$ cat src/rtl/sr_cmd_debouncer.sv
// Debounces two raw pushbuttons and converts their press events into one-cycle
// s/r command pulses for a downstream SR flip-flop, with post-command lockout.
module sr_cmd_debouncer #(
  parameter int DEB_CYCLES  = 4,
  parameter int HOLD_CYCLES = 3
) (
  input  logic       clk,
  input  logic       rst,
  input  logic       set_btn,
  input  logic       clr_btn,
  output logic       s,
  output logic       r,
  output logic       conflict,
  output logic       dropped,
  output logic [7:0] cmd_cnt
);

  localparam logic [1:0] ST_IDLE    = 2'd0;
  localparam logic [1:0] ST_PULSE   = 2'd1;
  localparam logic [1:0] ST_HOLDOFF = 2'd2;

  localparam logic [8:0] DEB_TARGET = 9'(DEB_CYCLES);
  localparam logic [7:0] HOLD_LOAD  = (HOLD_CYCLES > 0) ? 8'(HOLD_CYCLES - 1) : 8'd0;

  // Bit 0 carries the set button, bit 1 the clear button.
  logic [1:0] sync1_r;
  logic [1:0] sync2_r;
  logic [1:0] deb_r;
  logic [1:0] deb_d_r;
  logic [7:0] cnt_r [2];

  logic [1:0] deb_nxt_s;
  logic [7:0] cnt_nxt_s [2];
  logic [1:0] rise_s;

  logic [1:0] state_r;
  logic [7:0] hold_r;
  logic       s_r;
  logic       r_r;
  logic       conflict_r;
  logic       dropped_r;
  logic [7:0] cmd_cnt_r;

  logic [1:0] state_nxt_s;
  logic [7:0] hold_nxt_s;
  logic       s_nxt_s;
  logic       r_nxt_s;
  logic       conflict_nxt_s;
  logic       dropped_nxt_s;
  logic [7:0] cmd_cnt_nxt_s;

  // Per-button debounce counters: level toggles once the mismatch has persisted DEB_CYCLES samples.
  always_comb begin
    for (int i = 0; i < 2; i++) begin
      deb_nxt_s[i] = deb_r[i];
      cnt_nxt_s[i] = 8'd0;
      if (sync2_r[i] == deb_r[i]) begin
        cnt_nxt_s[i] = 8'd0;
      end else if (({1'b0, cnt_r[i]} + 9'd1) == DEB_TARGET) begin
        cnt_nxt_s[i] = 8'd0;
        deb_nxt_s[i] = ~deb_r[i];
      end else begin
        cnt_nxt_s[i] = cnt_r[i] + 8'd1;
      end
    end
  end

  assign rise_s = deb_r & ~deb_d_r;

  // Command FSM and registered output pulse generation.
  always_comb begin
    state_nxt_s    = state_r;
    hold_nxt_s     = hold_r;
    s_nxt_s        = 1'b0;
    r_nxt_s        = 1'b0;
    conflict_nxt_s = 1'b0;
    dropped_nxt_s  = 1'b0;
    case (state_r)
      ST_IDLE: begin
        if (rise_s == 2'b11) begin
          conflict_nxt_s = 1'b1;
        end else if (rise_s == 2'b01) begin
          s_nxt_s     = 1'b1;
          state_nxt_s = ST_PULSE;
        end else if (rise_s == 2'b10) begin
          r_nxt_s     = 1'b1;
          state_nxt_s = ST_PULSE;
        end else begin
          state_nxt_s = ST_IDLE;
        end
      end
      ST_PULSE: begin
        dropped_nxt_s = |rise_s;
        if (HOLD_CYCLES > 0) begin
          state_nxt_s = ST_HOLDOFF;
          hold_nxt_s  = HOLD_LOAD;
        end else begin
          state_nxt_s = ST_IDLE;
        end
      end
      ST_HOLDOFF: begin
        dropped_nxt_s = |rise_s;
        if (hold_r == 8'd0) begin
          state_nxt_s = ST_IDLE;
        end else begin
          hold_nxt_s = hold_r - 8'd1;
        end
      end
      default: begin
        state_nxt_s = ST_IDLE;
        hold_nxt_s  = 8'd0;
      end
    endcase
    if (s_nxt_s || r_nxt_s) begin
      cmd_cnt_nxt_s = cmd_cnt_r + 8'd1;
    end else begin
      cmd_cnt_nxt_s = cmd_cnt_r;
    end
  end

  // All state registers; rst clears everything asynchronously.
  always_ff @(posedge clk or posedge rst) begin
    if (rst) begin
      sync1_r    <= 2'b00;
      sync2_r    <= 2'b00;
      deb_r      <= 2'b00;
      deb_d_r    <= 2'b00;
      cnt_r[0]   <= 8'd0;
      cnt_r[1]   <= 8'd0;
      state_r    <= ST_IDLE;
      hold_r     <= 8'd0;
      s_r        <= 1'b0;
      r_r        <= 1'b0;
      conflict_r <= 1'b0;
      dropped_r  <= 1'b0;
      cmd_cnt_r  <= 8'd0;
    end else begin
      sync1_r    <= {clr_btn, set_btn};
      sync2_r    <= sync1_r;
      deb_r      <= deb_nxt_s;
      deb_d_r    <= deb_r;
      cnt_r[0]   <= cnt_nxt_s[0];
      cnt_r[1]   <= cnt_nxt_s[1];
      state_r    <= state_nxt_s;
      hold_r     <= hold_nxt_s;
      s_r        <= s_nxt_s;
      r_r        <= r_nxt_s;
      conflict_r <= conflict_nxt_s;
      dropped_r  <= dropped_nxt_s;
      cmd_cnt_r  <= cmd_cnt_nxt_s;
    end
  end

  assign s        = s_r;
  assign r        = r_r;
  assign conflict = conflict_r;
  assign dropped  = dropped_r;
  assign cmd_cnt  = cmd_cnt_r;

endmodule

$ cat config.mk
export PLATFORM = sky130hd
export DESIGN_NAME = sr_cmd_debouncer
export DESIGN_NICKNAME = d
export VERILOG_FILES = /design/src/rtl/sr_cmd_debouncer.sv
export SDC_FILE = /design/constraint.sdc
export NUM_CORES = 1
export LEC_CHECK = 0
export BUFFER_PORTS_ARGS = -buffer_cell sky130_fd_sc_hd__buf_4
export CORE_MARGIN = 2
export CORE_UTILIZATION = 53
export DETAILED_ROUTE_END_ITERATION = 6
export PLACE_DENSITY = 0.85
export SLEW_MARGIN = 20
export SYNTH_ARGS = -nofsm -noshare
export SYNTH_HDL_FRONTEND = slang
export SYNTH_SLANG_ARGS = --single-unit
$ cat constraint.sdc
create_clock -name clk -period 2 [get_ports clk]
set_clock_uncertainty 0.2 [all_clocks]
set_input_delay 0.1 -clock clk [delete_from_list [all_inputs] [get_ports clk]]
set_output_delay 0.1 -clock clk [all_outputs]
set_load 0.05 [all_outputs]
==> results of run 1 <==
==> through the flow <==
stage	cells	area (um^2)	setup TNS, ns	util, %	hold WS (ns)
2_1_floorplan	201	2211	0	-	-0.06857
3_3_place_gp	278	2492	0	62.31	-0.03808
3_5_place_dp	278	2492	-0.001612	62.31	-0.03409
4_1_cts	290	2649	0	66.22	0.1538
5_1_grt	291	2713	-0.4873	67.81	0.1722
6_report	291	2713	-0.09289	67.81	0.1530
==> synth_stat cells <==
library cell | count | area (um^2)
ha_1 | 14 | 175.2
clkbuf_1 | 1 | 3.750
mux2_1 | 1 | 11.26
o21a_1 | 1 | 7.510
nand2_1 | 15 | 56.30
nand3_1 | 9 | 45.04
nor4_2 | 1 | 12.51
o41ai_2 | 1 | 16.27
or4_4 | 1 | 11.26
o221ai_1 | 1 | 8.760
o41ai_1 | 1 | 8.760
mux2_2 | 3 | 33.78
nor4_1 | 2 | 12.51
and4_2 | 1 | 10.01
xor2_2 | 1 | 16.27
o21ai_2 | 1 | 8.760
a41oi_2 | 1 | 16.27
dfrtp_1 | 46 | 1151
nand4_1 | 6 | 37.54
or3b_2 | 1 | 8.760
nand2b_1 | 2 | 12.51
and4bb_2 | 1 | 12.51
and2_1 | 3 | 18.77
nand3b_1 | 1 | 7.510
nor2_1 | 30 | 112.6
o31a_1 | 1 | 8.760
o21ai_0 | 3 | 15.01
xor2_1 | 11 | 96.34
xnor2_1 | 16 | 140.1
inv_1 | 15 | 56.30
a41o_1 | 1 | 10.01
a31oi_1 | 1 | 6.260
and3_1 | 1 | 6.260
and3_4 | 1 | 11.26
a21oi_1 | 1 | 5.000
nand4b_1 | 2 | 17.52
nor3_1 | 1 | 5.000
and2_4 | 2 | 17.52
==> worst reg2reg max path, delay by kind of cell, from the launching register on <==
kind | cells | cell delay [ns]
adder cells (fa/ha/maj) | 1 | 0.20
flip-flops | 1 | 0.41
AND/OR/NAND/NOR | 2 | 0.56
AO/OA/AOI/OAI | 2 | 0.50
buffers and inverters | 1 | 0.09
==> worst paths after layout <==
kind                            start         end  slack [ns]
hold / removal             sync1_r[0]  sync2_r[0]        0.15
setup / recovery            hold_r[1]   hold_r[6]       -0.03
min in group asynchronous         rst  sync2_r[0]        0.20
max in group asynchronous         rst    cnt_r[0]        1.20
setup reg to reg            hold_r[1]   hold_r[6]       -0.03
hold reg to reg            sync1_r[0]  sync2_r[0]        0.15
==> repair_timing <==
item,in CTS,in global routing
setup endpoints to repair,2,9
gates cloned,0,0
hold endpoints to repair,48,0
resized for setup,4,9
pin swaps,1,3
hold buffers,3,0
buffers inserted,1,1
==> registers in the layout, summed over array words and instances, names as in the netlist <==
register	count
cmd_cnt	8
cnt_r	16
conflict	1
deb_d_r	2
deb_r	2
dropped	1
hold_r	8
r	1
s	1
state_r	2
sync1_r	2
sync2_r	2
==> kinds of logic (layout without fill, tap and decap cells) <==
family	Yosys count	count (layout)	synth area share [%]
and+or+nand+nor	80	80	18.79
DFF	46	46	52.07
xor gates and xnor gates	28	28	11.43
buffers and inverters	16	56	2.716
adders and majority gates	14	14	7.923
AOI/OAI and AO/OA	13	13	5.037
muxes	4	4	2.037
==> layer usage <==
metal	share of wire, %	wire, um	vias up
met5	0	0	-
met4	2.3	91	0
met3	4.2	163	12
met2	49	1907	32
met1	45	1757	710
li1	-	-	749
==> power by group <==
group | total, W | switching (W) | internal [W] | leakage, nW
logic | 0.00163 | 0.000945 | 0.000686 | 0.593
registers | 0.00134 | 0.000193 | 0.00114 | 0.612
clock network | 0.000679 | 0.000311 | 0.000368 | 0.0579
==> final cells by class <==
class | instances | area share, %
Sequential cell | 46 | 42.44
Multi-Input combinational cell | 139 | 39.30
Timing Repair Buffer | 33 | 9.871
Clock buffer | 5 | 2.537
Tap cell | 50 | 2.306
Inverter | 15 | 2.076
Clock inverter | 3 | 1.476
==> results.yml, run 1 <==
outcome:
  status: "finished, violations left"
  violations: "setup timing"
final_layout:
  antenna_cells: 0
  mostFrequentLayoutCell: "dfrtp_1"
  ff_latch_area_um2: 1151
  mostFrequentLayoutCells: "46 x dfrtp_1, 30 x nor2_1, 29 x buf_4"
  final_layout_size_suffix_gt1_share_pct: 25.73
  multi_input_area_um2: 1066
  area_growth_pct: 22.69
  fin_nets: 258
  nFillCells: 279
global_route:
  grt_overflow_total: 0
  antenna_found_initial: 0
  grt_usage_pct: 18.00
  grt_max_degree: 47
  met3_usage_pct: 4.870
  first_global_vias: 1510
  grt_pass1_wl_um: 6279
  gr-usage-met1_pct: 23.08
  gr-usage-met2_pct: 28.85
  grt_busiest_layer: "met2"
timing:
  finalHoldViolations: 0
  post-route-min-period_ns: 2.026
  slew_headroom_pct: 68.19
  post-route-worst-setup-slack_ns: -0.02620
  rsz0062_at_grt: "yes"
  fin_crit_sh_pct: 101.3
  worstMarginPinSlew_ns: 0.4771
  max_freq_mhz: 493.5
  finalSetupViolations: 6
  slew_viol_final: 0
flow_run:
  maxCapViolations: 0
synthesis:
  synth_seq_area_share_pct: 52.07
  ys_ff_latch: 46
  synth_warnings: 0
  syn_area_um2: 2211
  synth_nets: 219
  syn_inst: 201
  synth_cell_types: 38
  syn_area_per_cell_um2: 11.00
worst_setup_path:
  cp.depth: 6
  cp_top_family: "simple AND/OR/NAND/NOR gates"
  slowest_delay_ns: 0.41
  crit_arrival_ns: 2.06
  slowest_stage: "dfrtp_1"
  cp-start-kind: "register"
  worst-path-buf-inv: 1
  cp_max_fo: 5
  path_cells: "inv_1 -> ha_2 -> or3b_4 -> o21ai_0 -> a21oi_1 -> nor2_1"
  cp.required_ns: 2.03
  path_class: "reg -> reg"
  reg2reg_depth: 6
  critPathCaptureType: "register"
place:
  io_buffers: 15
  dp_hpwl_um: 2576
  routabilityCongestion: 0.8399
  dp_slack_ns: -0.001612
routing:
  vias: 1503
  drt_iter0_drc: 84
  vias_per_cell: 5.165
  postRouteAntennaNets: 0
  drt-total-wl_um: 3920
  first_pass_iters: 4
  drcViolationCount: 0
  wl_per_cell_um: 13.47
clock_tree:
  root_buffer: "clkbuf_8"
  htree_levels: 2
  cts_buffers: 5
  cts.path.max_buffers: 2
  cts_tree: "built"
  cts.sinks: 46
  cts.reportedPaths.clkPinSlew_ns: 0.09
  clk_latency_ns: 0.30
floorplanning:
  coreArea_um2: 4000
  die_h_um: 68.59
  die_x_um: 68.59
  rows: 23
  die_area_um2: 4704
  ios: 16
  start_util_pct: 55.27
hold_path:
  hold_path_depth: 0
  min_path_type: "reg -> reg"
power_and_ir_drop:
  cellLeakagePower_nw: 1.263
  vdd_drop_max_mv: 1.036
  report.power.total_w: 0.003648
  powerDensity_nw_per_um2: 1345
(Power assumes the default switching activity.)
==> inputs of run 2 (changes only) <==
Settings changed: PLACE_DENSITY 0.85 to 0.74.
Clock period 2 ns to 1.7 ns, I/O delays scaled along.
==> run 2 against run 1 <==
  * The flow still finishes with violations (setup timing)
  * Sequential power increased by 20%
  * Hold slack lost 0.0034 ns
  * Largest power group unchanged
  * Register-to-register slack got worse by 0.32 ns
  * Non-clock buffer count up 43
  * Critical path type unchanged
  * Total power rose by 50%
  * First-iteration DRC count rose by 24%
  * Die area is the same
  * Combinational power increased by 95%
  * Routed wire length rose by 44%
  * Core utilization is 14 points higher
  * Largest cell class is now multi-input combinational cells
  * Highest routed layer unchanged
==> results.yml, run 2 (synthesized netlist as in run 1, its figures left out) <==
global_route:
  grt_usage_pct: 22.95
  grt_max_degree: 47
  grt_pass1_wl_um: 7776
  first_global_vias: 1708
  grt_overflow_total: 0
  antenna_found_initial: 0
worst_setup_path:
  cp.required_ns: 1.70
  crit_arrival_ns: 2.06
  worst-path-buf-inv: 0
  cp-start-kind: "register"
  cp_top_family: "flip-flops"
  critPathCaptureType: "register"
  path_class: "reg -> reg"
  path_cells: "ha_4 -> xnor2_2 -> nand4_1 -> o31a_1 -> nor4_4 -> mux2_4"
  slowest_stage: "dfrtp_1"
  slowest_delay_ns: 0.45
  cp_max_fo: 3
final_layout:
  area_growth_pct: 47.88
  regMostFlops: "cnt_r"
  final_layout_size_suffix_gt1_share_pct: 48.42
  largest_register_ffs: 16
  utilization_pct: 81.73
  fin_nets: 302
  mostFrequentLayoutCell: "buf_4"
  mostFrequentLayoutCells: "67 x buf_4, 43 x dfrtp_1, 26 x nor2_1"
  antenna_cells: 0
clock_tree:
  cts.sinks: 46
  cts_tree: "built"
  clk_latency_ns: 0.31
  root_buffer: "clkbuf_8"
  cts.path.max_buffers: 2
  cts_buffers: 5
  cts.reportedPaths.clkPinSlew_ns: 0.09
  htree_levels: 2
routing:
  drt_iter0_drc: 104
  vias: 1813
  wl_per_cell_um: 16.89
  drt-total-wl_um: 5658
  first_pass_iters: 4
  drcViolationCount: 0
  vias_per_cell: 5.412
  postRouteAntennaNets: 0
timing:
  slew_headroom_pct: 61.97
  worstMarginPinSlew_ns: 0.5704
  fin_crit_sh_pct: 120.6
  slew_viol_final: 0
  max_freq_mhz: 487.6
  post-route-min-period_ns: 2.051
  post-route-worst-setup-slack_ns: -0.3508
  rsz0062_at_grt: "yes"
  finalSetupViolations: 17
  finalHoldViolations: 0
power_and_ir_drop:
  cellLeakagePower_nw: 1.509
  powerDensity_nw_per_um2: 1668
  vdd_drop_max_mv: 1.144
hold_path:
  min_path_type: "reg -> reg"
floorplanning:
  coreArea_um2: 4000
  die_x_um: 68.59
  die_area_um2: 4704
  ios: 16
  start_util_pct: 55.27
  die_h_um: 68.59
  rows: 23
outcome:
  status: "finished, violations left"
  violations: "setup timing"
place:
  dp_slack_ns: -0.3346
  routabilityCongestion: 0.8569
  io_buffers: 15
  dp_hpwl_um: 3260
flow_run:
  maxCapViolations: 0
run 2: changes by cell type in the layout (fill, tap and decap cells not counted), moves of 3 or more:
cell	previous run	this run
inv_1	14	10
buf_6	0	6
dfrtp_1	46	43
dfrtp_2	0	3
inv_2	0	3
o21ai_0	3	0
nand2_2	1	4
nor2_1	30	26
ha_4	1	7
ha_1	11	7
nand2_1	14	9
buf_4	29	67
run 2: timing repair:
item | 4_1_cts | 5_1_grt
endpoints found under the setup margin | 22 | 25
gates cloned | 1 | 0
resized for setup | 29 | 28
endpoints found under the hold margin | 48 | 0
setup buffers | 10 | 8
pin swaps | 19 | 24
hold buffers | 3 | 0
run 2: routing by layer:
layer  global-route usage [%]  share of wire [%]
met3                    5.844                4.5
met2                    36.90                 52
met1                    28.74                 42
met5                        0                  0
met4                    11.25                2.0
run 2: per-stage QoR:
step           instances  power [W]  instance area [um^2]  setup TNS [ns]  hold WS [ns]
6_report             335   0.005454                  3269          -3.120        0.1496
3_3_place_gp         306   0.003692                  2766          -1.274     -0.003401
5_1_grt              335   0.005728                  3269          -4.217        0.1546
4_1_cts              327   0.004939                  3085          -2.073        0.1552
3_5_place_dp         306   0.003824                  2766          -2.431     -0.004385
2_1_floorplan        201   0.002954                  2297         -0.8679      -0.08357
run 2: power breakdown:
group,internal (W),total [W],switching [W],leakage [nW]
clock network,0.000291,0.000667,0.000377,0.0452
registers,0.00135,0.00161,0.000258,0.608
logic,0.00154,0.00318,0.00164,0.856
total,0.00318,0.00545,0.00227,1.51
run 2: area by class of cell:
class,count,area (um^2)
clock buffer,6,72.57
clock inverter,2,13.76
fill,208,730.7
inverter,15,61.31
multi-input combinational,140,1304
sequential,46,1155
tap,50,62.56
timing repair buffer,76,600.6
run 2: final timing paths:
check | cells after the start | from | slack (ns) | endpoint
worst max-delay path | 6 | cnt_r[1] | -0.35 | deb_r[1]
worst min-delay path | 0 | sync1_r[1] | 0.15 | sync2_r[1]
worst max register to register | 6 | cnt_r[1] | -0.35 | deb_r[1]
worst min register to register | 0 | sync1_r[1] | 0.15 | sync2_r[1]
max in group asynchronous | 4 | rst | 0.57 | cnt_r[10]
min in group asynchronous | 4 | rst | 0.31 | state_r[0]
==> inputs of run 3 (changes only) <==
Settings changed: CORE_UTILIZATION 53 to 40, PLACE_DENSITY 0.74 to not set.
==> run 3 against run 2 <==
  * Register-to-register slack improved by 0.10 ns
  * Count of clock-buffer cells in the layout unchanged
  * Final cell count increased by 7.2%
  * Routed wire length decreased by 22%
  * First-iteration DRC count decreased by 55%
  * Global-route usage decreased by 7.7 points
  * Combinational power decreased by 9.4%
  * Sequential power about the same
  * The flow still finishes with violations (setup timing)
  * Clock power increased by 50%
  * Critical path depth unchanged
  * Hold slack improved by 0.019 ns
==> results.yml, run 3 (synthesized netlist as in run 1, its figures left out) <==
outcome:
  status: "finished, violations left"
  violations: "setup timing"
timing:
  slew_headroom_pct: 78.54
  slew_viol_final: 0
  post-route-worst-setup-slack_ns: -0.2497
  finalSetupViolations: 20
  rsz0062_at_grt: "yes"
  timing.setup.tns_ns: -2.103
  post-route-min-period_ns: 1.950
  max_freq_mhz: 512.9
  finalHoldViolations: 0
  fin_crit_sh_pct: 114.7
  worstMarginPinSlew_ns: 0.3205
floorplanning:
  ios: 16
  die_h_um: 78.35
  die_area_um2: 6138
  rows: 27
  die_x_um: 78.35
  coreArea_um2: 5405
  start_util_pct: 40.90
worst_setup_path:
  crit_start: "cnt_r[0]"
  cp-start-kind: "register"
  reg2reg_from: "cnt_r[0]"
  crit_arrival_ns: 1.93
  cp_max_fo: 4
  critPathCaptureType: "register"
  cp.required_ns: 1.68
  path_class: "reg -> reg"
place:
  io_buffers: 15
  dp_hpwl_um: 2866
  dpl_cell_area_um2: 2844
  routabilityCongestion: 0.7399
  dp.cells: 333
  dp_slack_ns: -0.3028
global_route:
  first_global_vias: 1702
  grt_overflow_total: 0
  grt_usage_pct: 15.25
  grt_max_degree: 47
  grt_pass1_wl_um: 7286
  antenna_found_initial: 0
clock_tree:
  root_buffer: "clkbuf_8"
  cts.path.max_buffers: 2
  cts_tree: "built"
  cts.reportedPaths.clkPinSlew_ns: 0.10
  clk_latency_ns: 0.31
  cts.sinks: 46
  htree_levels: 2
  cts_buffers: 5
final_layout:
  layoutNonFillerInstCount: 359
  antenna_cells: 0
  nFillCells: 449
  area_growth_pct: 50.82
  regMostFlops: "cnt_r"
  largest_register_ffs: 16
  final_layout_size_suffix_gt1_share_pct: 49.13
  mostFrequentLayoutCells: "69 x buf_4, 43 x dfrtp_1, 24 x nor2_1"
  fin_area_um2: 3334
  mostFrequentLayoutCell: "buf_4"
  fin_nets: 304
routing:
  postRouteAntennaNets: 0
  drcViolationCount: 0
  first_pass_iters: 4
  vias: 1657
  drt-total-wl_um: 4393
  vias_per_cell: 4.616
  drt_iter0_drc: 47
  wl_per_cell_um: 12.24
power_and_ir_drop:
  p_int_w: 0.003445
  clkPwrFrac_pct: 18.3
  combPwrFrac_pct: 52.6
  seqPwrFrac_pct: 29.1
  vdd_drop_max_mv: 0.9543
  switching_share_pct: 37.02
  cellLeakagePower_nw: 1.524
  powerDensity_nw_per_um2: 1640
  report.power.total_w: 0.005470
  p_switching_w: 0.002025
hold_path:
  min_path_type: "in -> async"
flow_run:
  maxCapViolations: 0
==> run 3: cell types whose count changed in the layout (fill, tap and decap cells not counted), moves of 2 or more <==
| cell | before | now |
|---|---|---|
| nor2_2 | 2 | 5 |
| nor2_1 | 26 | 24 |
| inv_2 | 3 | 5 |
| nand2_4 | 2 | 0 |
| bufinv_16 | 0 | 2 |
| buf_4 | 67 | 69 |
| inv_1 | 10 | 8 |
| nand2_1 | 9 | 11 |
==> run 3: repair_timing <==
item / CTS / global route
endpoints found under the setup margin: 23 / 22
setup buffers: 12 / 4
hold buffers: 3 / 0
resized for setup: 26 / 24
hold endpoints to repair: 48 / 0
pin swaps: 24 / 15
==> run 3: final timing paths <==
path                       cells after the start  slack (ns)    endpoint
max reg2reg                                    6       -0.25    deb_r[1]
min                                            4        0.17    cnt_r[5]
max in group asynchronous                      4        0.91    cnt_r[0]
max                                            6       -0.25    deb_r[1]
min in group clk                               0        0.18  sync2_r[0]
min reg2reg                                    0        0.18  sync2_r[0]
==> run 3: worst max-delay path, stage by stage (launching register included) <==
cell	delay, ns
dfrtp_2	0.44
ha_4	0.19
nand3_1	0.11
xor2_2	0.19
nand2_2	0.09
nor4_2	0.28
mux2_1	0.34
==> run 3: cell type report <==
cell class / count / area (um^2) / share of cell area (%)
repair buffers: 79 / 635.6 / 19.06
clock buffers: 6 / 82.58 / 2.477
multi-input cells: 139 / 1250 / 37.49
well taps: 72 / 90.09 / 2.702
clock inverters: 2 / 60.06 / 1.801
flip-flops and latches: 46 / 1155 / 34.63
inverters: 15 / 61.31 / 1.839
==> run 3: per-stage QoR <==
stage | util, % | hold slack, ns
floorplan | - | -0.08357
global placement | 52.62 | -0.04927
detailed placement | 52.62 | -0.04624
CTS | 59.70 | 0.1708
global route | 61.69 | 0.1851
finish | 61.69 | 0.1683
==> run 3: power groups by stage <==
stage | Sequential [W] | Clock (W) | Combinational (W)
finish | 0.00159 | 0.00100 | 0.00288
global route | 0.00163 | 0.00108 | 0.00313
CTS | 0.00158 | 0.00103 | 0.00266
detailed placement | 0.00158 | 0 | 0.00224
global placement | 0.00157 | 0 | 0.00222
floorplan | 0.00185 | 0 | 0.00111
==> run 3: metal layers <==
metal / GRT usage [%] / wire, um
met1: 17.59 / 1981
met2: 27.76 / 2256
met3: 3.793 / 96
met4: 4.737 / 58
met5: 0 / 0
